--- src/rtl/polyplay_nvram_upload_if.sv ---
// Bundle of the hps_io ioctl upload channel, CPU pause handshake and CMOS RAM read port.
// The slave modport is the NVRAM upload responder; the master modport is its environment.
interface polyplay_nvram_upload_if #(
    parameter int ADDR_W = 10
);
    logic              ioctl_upload;
    logic              ioctl_rd;
    logic [24:0]       ioctl_addr;
    logic [7:0]        ioctl_din;
    logic              ioctl_wait;
    logic              cpu_pause;
    logic              cpu_paused;
    logic              ram_rd;
    logic [ADDR_W-1:0] ram_addr;
    logic              ram_ack;
    logic [7:0]        ram_rdata;
    logic              protocol_err;

    modport master (
        output ioctl_upload, ioctl_rd, ioctl_addr, cpu_paused, ram_ack, ram_rdata,
        input  ioctl_din, ioctl_wait, cpu_pause, ram_rd, ram_addr, protocol_err
    );

    modport slave (
        input  ioctl_upload, ioctl_rd, ioctl_addr, cpu_paused, ram_ack, ram_rdata,
        output ioctl_din, ioctl_wait, cpu_pause, ram_rd, ram_addr, protocol_err
    );
endinterface

--- src/rtl/polyplay_nvram_upload.sv ---
// Serves Poly-Play CMOS RAM bytes to hps_io during an NVRAM upload while the Z80 is held paused.
// Optional NVRAM_CHECKSUM_EN: a read at address SIZE returns the running modulo-256 byte sum.
module polyplay_nvram_upload #(
    parameter int SIZE   = 1024,
    parameter int ADDR_W = 10
) (
    input  logic                    clk_sys,
    input  logic                    reset,
    polyplay_nvram_upload_if.slave  bus
);
    typedef enum logic [2:0] {IDLE, HALT, READY, FETCH, DRAIN} state_t;

    state_t     state, state_nxt;
    logic       upload_q;
    logic       upload_rise;
    logic       in_range;
    logic       start_fetch;
    logic       oor_read;
    logic       take_byte;
    logic       err_set;
    logic       session_clr;
    logic [7:0] oor_byte;

    always_comb begin
        state_nxt   = state;
        start_fetch = 1'b0;
        oor_read    = 1'b0;
        take_byte   = 1'b0;
        err_set     = 1'b0;
        session_clr = 1'b0;
        upload_rise = bus.ioctl_upload && !upload_q;
        in_range    = (bus.ioctl_addr < 25'(SIZE));
        case (state)
            IDLE: begin
                if (upload_rise) begin
                    state_nxt   = HALT;
                    session_clr = 1'b1;
                end
            end
            HALT: begin
                if (!bus.ioctl_upload)
                    state_nxt = IDLE;
                else if (bus.cpu_paused)
                    state_nxt = READY;
            end
            READY: begin
                if (!bus.ioctl_upload)
                    state_nxt = IDLE;
                else if (bus.ioctl_rd) begin
                    if (in_range) begin
                        start_fetch = 1'b1;
                        state_nxt   = FETCH;
                    end else
                        oor_read = 1'b1;
                end
            end
            FETCH: begin
                if (bus.ram_ack) begin
                    take_byte = 1'b1;
                    state_nxt = bus.ioctl_upload ? READY : IDLE;
                end else if (!bus.ioctl_upload)
                    state_nxt = DRAIN;
            end
            // The RAM arbiter handshake must complete even after the session is gone.
            DRAIN: begin
                if (bus.ram_ack)
                    state_nxt = IDLE;
            end
            default: state_nxt = IDLE;
        endcase
        if (bus.ioctl_rd && state != READY)
            err_set = 1'b1;
    end

    // Outputs are registered from the next state so they line up with the state register.
    always_ff @(posedge clk_sys or posedge reset) begin
        if (reset) begin
            state            <= IDLE;
            upload_q         <= 1'b0;
            bus.ioctl_din    <= 8'h00;
            bus.ioctl_wait   <= 1'b0;
            bus.cpu_pause    <= 1'b0;
            bus.ram_rd       <= 1'b0;
            bus.ram_addr     <= '0;
            bus.protocol_err <= 1'b0;
        end else begin
            state          <= state_nxt;
            upload_q       <= bus.ioctl_upload;
            bus.cpu_pause  <= (state_nxt != IDLE);
            bus.ioctl_wait <= (state_nxt == HALT) || (state_nxt == FETCH) || (state_nxt == DRAIN);
            bus.ram_rd     <= (state_nxt == FETCH) || (state_nxt == DRAIN);
            if (start_fetch)
                bus.ram_addr <= bus.ioctl_addr[ADDR_W-1:0];
            if (take_byte)
                bus.ioctl_din <= bus.ram_rdata;
            else if (oor_read)
                bus.ioctl_din <= oor_byte;
            if (err_set)
                bus.protocol_err <= 1'b1;
            else if (session_clr)
                bus.protocol_err <= 1'b0;
        end
    end

`ifdef NVRAM_CHECKSUM_EN
    logic [7:0] csum;

    always_ff @(posedge clk_sys or posedge reset) begin
        if (reset)
            csum <= 8'h00;
        else if (session_clr)
            csum <= 8'h00;
        else if (take_byte)
            csum <= csum + bus.ram_rdata;
    end

    assign oor_byte = (bus.ioctl_addr == 25'(SIZE)) ? csum : 8'hFF;
`else
    assign oor_byte = 8'hFF;
`endif
endmodule

--- src/flat_wrapper.sv ---
// flat-port wrapper written by rule: the top's interface ports become plain ports
module polyplay_nvram_upload_flat 
#(
    parameter int SIZE   = 1024,
    parameter int ADDR_W = 10
)
  (clk_sys, reset, bus_ioctl_upload, bus_ioctl_rd, bus_ioctl_addr, bus_cpu_paused, bus_ram_ack, bus_ram_rdata, bus_ioctl_din, bus_ioctl_wait, bus_cpu_pause, bus_ram_rd, bus_ram_addr, bus_protocol_err);
  polyplay_nvram_upload_if #(.ADDR_W(ADDR_W)) bus_i ();
  input  logic clk_sys;
  input  logic reset;
  input wire logic [$bits(bus_i.ioctl_upload)-1:0] bus_ioctl_upload;
  input wire logic [$bits(bus_i.ioctl_rd)-1:0] bus_ioctl_rd;
  input wire logic [$bits(bus_i.ioctl_addr)-1:0] bus_ioctl_addr;
  input wire logic [$bits(bus_i.cpu_paused)-1:0] bus_cpu_paused;
  input wire logic [$bits(bus_i.ram_ack)-1:0] bus_ram_ack;
  input wire logic [$bits(bus_i.ram_rdata)-1:0] bus_ram_rdata;
  output wire logic [$bits(bus_i.ioctl_din)-1:0] bus_ioctl_din;
  output wire logic [$bits(bus_i.ioctl_wait)-1:0] bus_ioctl_wait;
  output wire logic [$bits(bus_i.cpu_pause)-1:0] bus_cpu_pause;
  output wire logic [$bits(bus_i.ram_rd)-1:0] bus_ram_rd;
  output wire logic [$bits(bus_i.ram_addr)-1:0] bus_ram_addr;
  output wire logic [$bits(bus_i.protocol_err)-1:0] bus_protocol_err;
  assign bus_i.ioctl_upload = bus_ioctl_upload;
  assign bus_i.ioctl_rd = bus_ioctl_rd;
  assign bus_i.ioctl_addr = bus_ioctl_addr;
  assign bus_i.cpu_paused = bus_cpu_paused;
  assign bus_i.ram_ack = bus_ram_ack;
  assign bus_i.ram_rdata = bus_ram_rdata;
  assign bus_ioctl_din = bus_i.ioctl_din;
  assign bus_ioctl_wait = bus_i.ioctl_wait;
  assign bus_cpu_pause = bus_i.cpu_pause;
  assign bus_ram_rd = bus_i.ram_rd;
  assign bus_ram_addr = bus_i.ram_addr;
  assign bus_protocol_err = bus_i.protocol_err;
  polyplay_nvram_upload #(.SIZE(SIZE), .ADDR_W(ADDR_W)) u_core (.clk_sys(clk_sys), .reset(reset), .bus(bus_i));
endmodule
--- config.mk ---
export PLATFORM = sky130hd
export DESIGN_NAME = polyplay_nvram_upload_flat
export DESIGN_NICKNAME = d
export VERILOG_FILES = /design/src/rtl/polyplay_nvram_upload_if.sv /design/src/rtl/polyplay_nvram_upload.sv /design/src/flat_wrapper.sv
export SDC_FILE = /design/constraint.sdc
export NUM_CORES = 1
export LEC_CHECK = 0
export ABC_AREA = 1
export CAP_MARGIN = 15
export CORE_MARGIN = 5
export CORE_UTILIZATION = 55
export CTS_BUF_LIST = sky130_fd_sc_hd__clkbuf_16
export CTS_CLUSTER_SIZE = 16
export DETAILED_ROUTE_END_ITERATION = 16
export DONT_BUFFER_PORTS = 1
export PLACE_DENSITY = 0.73
export SLEW_MARGIN = 15
export SYNTH_ARGS = -nofsm -noshare
export SYNTH_HDL_FRONTEND = slang
export SYNTH_SLANG_ARGS = --single-unit
--- constraint.sdc ---
create_clock -name clk_sys -period 1.2 [get_ports clk_sys]
set_input_delay 0.24 -clock clk_sys [delete_from_list [all_inputs] [get_ports clk_sys]]
set_output_delay 0.24 -clock clk_sys [all_outputs]
set_load 0.02 [all_outputs]
Yosys cells after proc, flatten, opt, wreduce, memory -nomap -nowiden
Index checks and enable logic that the tools add are counted.
{ "word_totals": {"register_bits": 26, "in_bits": 39, "out_inout_bits": 22, "wordCells": 55} }
{ "op_classes": {"order_cmp": 1, "eq_ne": 8, "n_mux": 28, "n_reduce_logical": 10} }
{ "op_table": {"columns": ["operator", "n"], "rows": [
  ["3-bit two-way mux", 9],
  ["25-bit by 11-bit less-than comparator with 1-bit output, second input constant", 1],
  ["8-bit two-way mux", 2],
  ["1-bit two-way mux", 15],
  ["3-bit case mux with 5 select lines", 1],
  ["3-bit by 2-bit equality test with 1-bit output, second input constant", 3],
  ["3-bit by 1-bit equality test with 1-bit output, second input constant", 2],
  ["3-bit equality test, second input constant", 2],
  ["2-bit nonzero test", 2],
  ["3-bit zero test", 1],
  ["1-bit logical OR", 3],
  ["3-bit by 2-bit inequality test with 1-bit output, second input constant", 1],
  ["3-bit nonzero test", 1],
  ["1-bit logical AND", 2],
  ["2-bit two-way mux", 1],
  ["1-bit zero test", 1]
]} }

Longest topological paths before layout
{ "depth": {"depth_word": 8, "mapped_depth": 8, "ltp_nobuf": 8} }

Worst setup path before layout
No wires, ideal clock.
{ "synth_timing": {"path_type": "register to register", "start": "register u_core.state[2]", "end": "register u_core.bus.ram_addr[0]", "setup_time_ns": 0.118, "t_arrival_ns": 1.124, "t_required_ns": 1.082, "setup_slack_ns": -0.042, "path_stages_with_launch": 8, "n_path_buf": 1, "synth_period_minus_slack_ns": 1.242, "path_cell_list": "dfrtp_1 inv_2 nand3_1 nor2_2 nand3_2 clkbuf_8 nand2_1 o21ai_2"} }
{ "synth_via": {"elab_chain_cells": 2} }
{ "synth_lines": {"columns": ["item", "line_no", "source"], "rows": [
  ["from (decl)", "polyplay_nvram_upload.sv:13", "state_t state, state_nxt;"],
  ["from (signal assigned)", "polyplay_nvram_upload.sv:87", "state <= state_nxt;"],
  ["3-bit by 2-bit equality test with 1-bit output", "polyplay_nvram_upload.sv:33", "case (state)"],
  ["1-bit two-way mux", "polyplay_nvram_upload.sv:33", null],
  ["to (signal assigned)", "polyplay_nvram_upload.sv:93", "bus.ram_addr <= bus.ioctl_addr[ADDR_W-1:0];"],
  ["to (decl)", "polyplay_nvram_upload_if.sv:26", "output ioctl_din, ioctl_wait, cpu_pause, ram_rd, ram_addr, protocol_err"]
]} }
Every way passes these cells.
A chain may end at the register's enable or synchronous reset.

Worst setup path in the final report
{ "layout_timing": {"start": "register u_core.state[0]", "end": "register u_core.bus.ioctl_din[6]"} }
{ "layout_via": {"elab_chain_cells": 3, "elab_cells_between_ends": 6} }
{ "layout_lines": {"columns": ["item", "line_no", "source"], "rows": [
  ["3-bit by 2-bit equality test with 1-bit output", "polyplay_nvram_upload.sv:33", null],
  ["1-bit two-way mux", "polyplay_nvram_upload.sv:33", null],
  ["8-bit two-way mux / 2-bit nonzero test (equally long branches)", null, null],
  ["to (signal assigned)", "polyplay_nvram_upload.sv:95", "bus.ioctl_din <= bus.ram_rdata;"],
  ["to (signal assigned)", "polyplay_nvram_upload.sv:97", "bus.ioctl_din <= oor_byte;"],
  ["to (decl)", "polyplay_nvram_upload_if.sv:26", null]
]} }
Parallel ways exist; a longest one is shown, timed or not.

==> impl_metrics.yaml <==
outcome:
  status: "complete, but fails checks"
  failed_checks: "setup timing"
clock_network:
  clk-insertion-delay-late_ns: 0.26
  cts_buffer_depth: 2
  ctsRootBufferMaster: "sky130_fd_sc_hd__clkbuf_16"
  cts_htree_levels: 1
  cts.sinks: 26
  cts_buffers: 3
  clk_transition_reported_paths_ns: 0.07
  tritoncts_clock_tree: "built"
yosys:
  dominantRegCellSynth: "sky130_fd_sc_hd__dfrtp_1"
  share_of_synthesized_registers_carrying_an_async_set_or_reset: 1.00
  netlist-cell-type-count: 18
  synth_enable_flop_cells: 0
  syn-mean-instance-area_um2: 8.49
  post_synth_most_frequent_cells: "43 x sky130_fd_sc_hd__nand2_1, 26 x sky130_fd_sc_hd__dfrtp_1, 18 x sky130_fd_sc_hd__inv_1"
  largest_cells_by_area_after_synthesis: "sky130_fd_sc_hd__dfrtp_1 52%, sky130_fd_sc_hd__nand2_1 13%, sky130_fd_sc_hd__o21ai_2 7.0%"
  ys_ff_latch: 26
  synthesis.area_um2: 1250
  synth_seq_area_share: 0.522
  syn_inst: 147
  synth_most_common_cell: "sky130_fd_sc_hd__nand2_1"
  synth.yosys.warnings: 0
  post-synth-top-area-cell: "sky130_fd_sc_hd__dfrtp_1"
  synth_largest_type_area_fraction: 0.522
  net_count_after_synthesis: 186
worst_setup_path:
  crit-reg2reg-capture: "u_core.bus.ioctl_din[6]"
  critPathKind: "reg -> reg"
  cp.buffers_inverters: 2
  critical-path-max-stage-delay_ns: 0.39
  critPathRequiredTime_ns: 1.35
  cells_along_the_critical_path: "buf_4, nand3_2, nor2_2, inv_2, or2_2, nand2_1, nand2_1"
  timing.critical_path.depth: 7
  ff2ff_setup_slack_ns: -0.11
  critPathLaunchType: "register"
  critical_path.reg2reg.startpoint: "u_core.state[0]"
  critPathTopFamily: "simple AND/OR/NAND/NOR gates"
  timing.critical_path.mode_cell: "sky130_fd_sc_hd__nand2_1"
  critPathArrivalTime_ns: 1.47
  worstSetupEndpointType: "register"
  critPathMaxFanout: 12
  r2r_cells: 7
  timing.critical_path.slowest_stage_cell: "sky130_fd_sc_hd__dfrtp_1"
sta:
  setup_total_negative_slack_ns: -1.91
  fmax_mhz: 763
  grt_setup_unrepaired: "true"
  tightestPinTransition_ns: 0.332
  final_min_period_over_clock_period: 1.09
  setup_viol_count_final: 21
  fin_skew_ns: 0.00337
  final_count_of_pins_violating_max_slew: 0
  timing.final.hold_violations: 0
  finalHoldWorstSlack_ns: 0.0955
  slew_headroom: 0.777
  post-route-min-period_ns: 1.31
  final.setup.worst_slack_ns: -0.111
floorplan:
  number_of_ports_placed_on_the_die_boundary: 61
  die_outline_area_um2: 3320
  die_h_um: 57.6
  num_rows: 17
  initial_utilization: 0.569
  fp.dieW_um: 57.6
  core_area_um2: 2190
detailed_routing:
  route.final.wire_length_um: 2830
  detail-route-antenna-nets: 0
  vias_per_cell: 5.33
  vias: 1039
  drc: 0
  route.detailed.wl_per_inst_um: 14.5
  number_of_detailed_route_iterations_in_the_first_pass: 4
  detail_route.iter0.violations: 37
global_routing:
  grt_pass1_wl_um: 4520
  grt_antenna_before_repair: 0
  grt_overflow_total: 0
  grt_use_total: 0.174
  grt_pass1_vias: 1093
  grt_start_max_net_pins: 27
place:
  dpl.hpwl_um: 1970
  placed_cell_area_um2: 1330
  portBuffers: 0
  final_wtd_congestion: 0.876
  cell_count_post_placement: 181
final_layout:
  antenna_fix_cells: 0
  drive_gt1_frac: 0.389
  layout-area-overhead-vs-synth_pct: 34.9
  n_fill_cell: 151
  final-instance-count-excl-fill: 195
  final_net_count: 207
  fin_area_um2: 1680
hold_path:
  worst_min_path_start: "bus_ioctl_rd"
  hold_path_class: "in -> reg"
  timing.hold.worst_endpoint: "u_core.bus.protocol_err"
  timing.hold.worst_path_depth: 2
power_and_ir_drop:
  peakVddDrop_mv: 1.41
  p_leak_nw: 0.839
  pwr_density_cell_nw_per_um2: 1460
job:
  max-cap-violations: 0
==> flip-flops by register name, summed over array words and instances, names as in the netlist <==
register and flops:
u_core.upload_q 1, u_core.bus.protocol_err 1, u_core.bus.ioctl_din 8, u_core.bus.ram_addr 10, u_core.bus.ram_rd 1, u_core.state 3, u_core.bus.ioctl_wait 1, u_core.bus.cpu_pause 1
==> cell families after synthesis <==
family                 share of synthesized area
AND/OR/NAND/NOR                            0.297
AO/OA/AOI/OAI                             0.0923
flip-flops                                 0.522
buffers and inverters                     0.0893
==> timing repair <==
item | CTS | global route
hold buffers | 1 | 1
gates cloned | 1 | 1
endpoints found under the setup margin | 22 | 25
pin swaps | 1 | 5
setup buffers | 5 | 1
endpoints found under the hold margin | 26 | 1
resized for setup | 18 | 18
==> layout by cell type, fill, tap and decap left out, types with 2 or more instances in the layout <==
| cell | count |
|---|---|
| sky130_fd_sc_hd__clkbuf_16 | 4 |
| sky130_fd_sc_hd__o21ai_2 | 10 |
| sky130_fd_sc_hd__nor2_2 | 3 |
| sky130_fd_sc_hd__nand2_4 | 11 |
| sky130_fd_sc_hd__nand3_4 | 2 |
| sky130_fd_sc_hd__nand2_2 | 4 |
| sky130_fd_sc_hd__nor2_1 | 12 |
| sky130_fd_sc_hd__nand3_1 | 10 |
| sky130_fd_sc_hd__dfrtp_1 | 25 |
| sky130_fd_sc_hd__buf_4 | 13 |
| sky130_fd_sc_hd__dlygate4sd3_1 | 2 |
| sky130_fd_sc_hd__or2_2 | 7 |
| sky130_fd_sc_hd__o21ai_1 | 2 |
| sky130_fd_sc_hd__inv_1 | 17 |
| sky130_fd_sc_hd__inv_2 | 3 |
| sky130_fd_sc_hd__nand2_1 | 30 |
==> routing by layer <==
layer / global-route usage / part of all wire
met1: 0.182 / 0.38
met2: 0.306 / 0.50
met3: 0.0735 / 0.11
met4: 0.0662 / 0.013
met5: 0 / 0
==> worst max-delay path by stage <==
| stage | start | end |
|---|---|---|
| 2_1_floorplan | u_core.state[2] | u_core.bus.ram_addr[0] |
| 3_3_place_gp | u_core.state[2] | u_core.bus.ioctl_din[4] |
| 3_5_place_dp | u_core.state[2] | u_core.bus.ioctl_din[6] |
| 4_1_cts | u_core.state[2] | u_core.bus.ioctl_din[6] |
| 5_1_grt | u_core.state[2] | u_core.bus.cpu_pause |
| 6_report | u_core.state[0] | u_core.bus.ioctl_din[6] |
==> per-stage QoR <==
step / power [mW] / util / worst slack, ns
after floorplan: 1.39 / - / -0.0239
after global placement: 1.45 / 0.608 / -0.0538
after detailed placement: 1.46 / 0.608 / -0.110
after CTS: 2.45 / 0.716 / -0.0866
after global routing: 2.56 / 0.768 / -0.196
final: 2.45 / 0.768 / -0.111
==> worst register-to-register path: stages (launching register included) <==
cell,delay [ns]
sky130_fd_sc_hd__dfrtp_1,0.39
sky130_fd_sc_hd__buf_4,0.13
sky130_fd_sc_hd__nand3_2,0.09
sky130_fd_sc_hd__nor2_2,0.10
sky130_fd_sc_hd__inv_2,0.09
sky130_fd_sc_hd__or2_2,0.29
sky130_fd_sc_hd__nand2_1,0.07
sky130_fd_sc_hd__nand2_1,0.05
==> final cells by class <==
type | instances | area [um2] | share of cell area
sequential | 26 | 652 | 0.387
timing repair buffer | 19 | 201 | 0.120
multi-input combinational | 98 | 614 | 0.365
tap | 28 | 35.0 | 0.0208
inverter | 20 | 75.1 | 0.0446
clock inverter | 1 | 30.0 | 0.0178
clock buffer | 3 | 75.1 | 0.0446
==> report_power, final <==
group / internal, mW / switching [mW]
sequential: 0.999 / 0.238
clock: 0.664 / 0.309
combinational: 0.110 / 0.128
total: 1.77 / 0.675
No activity file was read; power rests on OpenSTA's default activity.
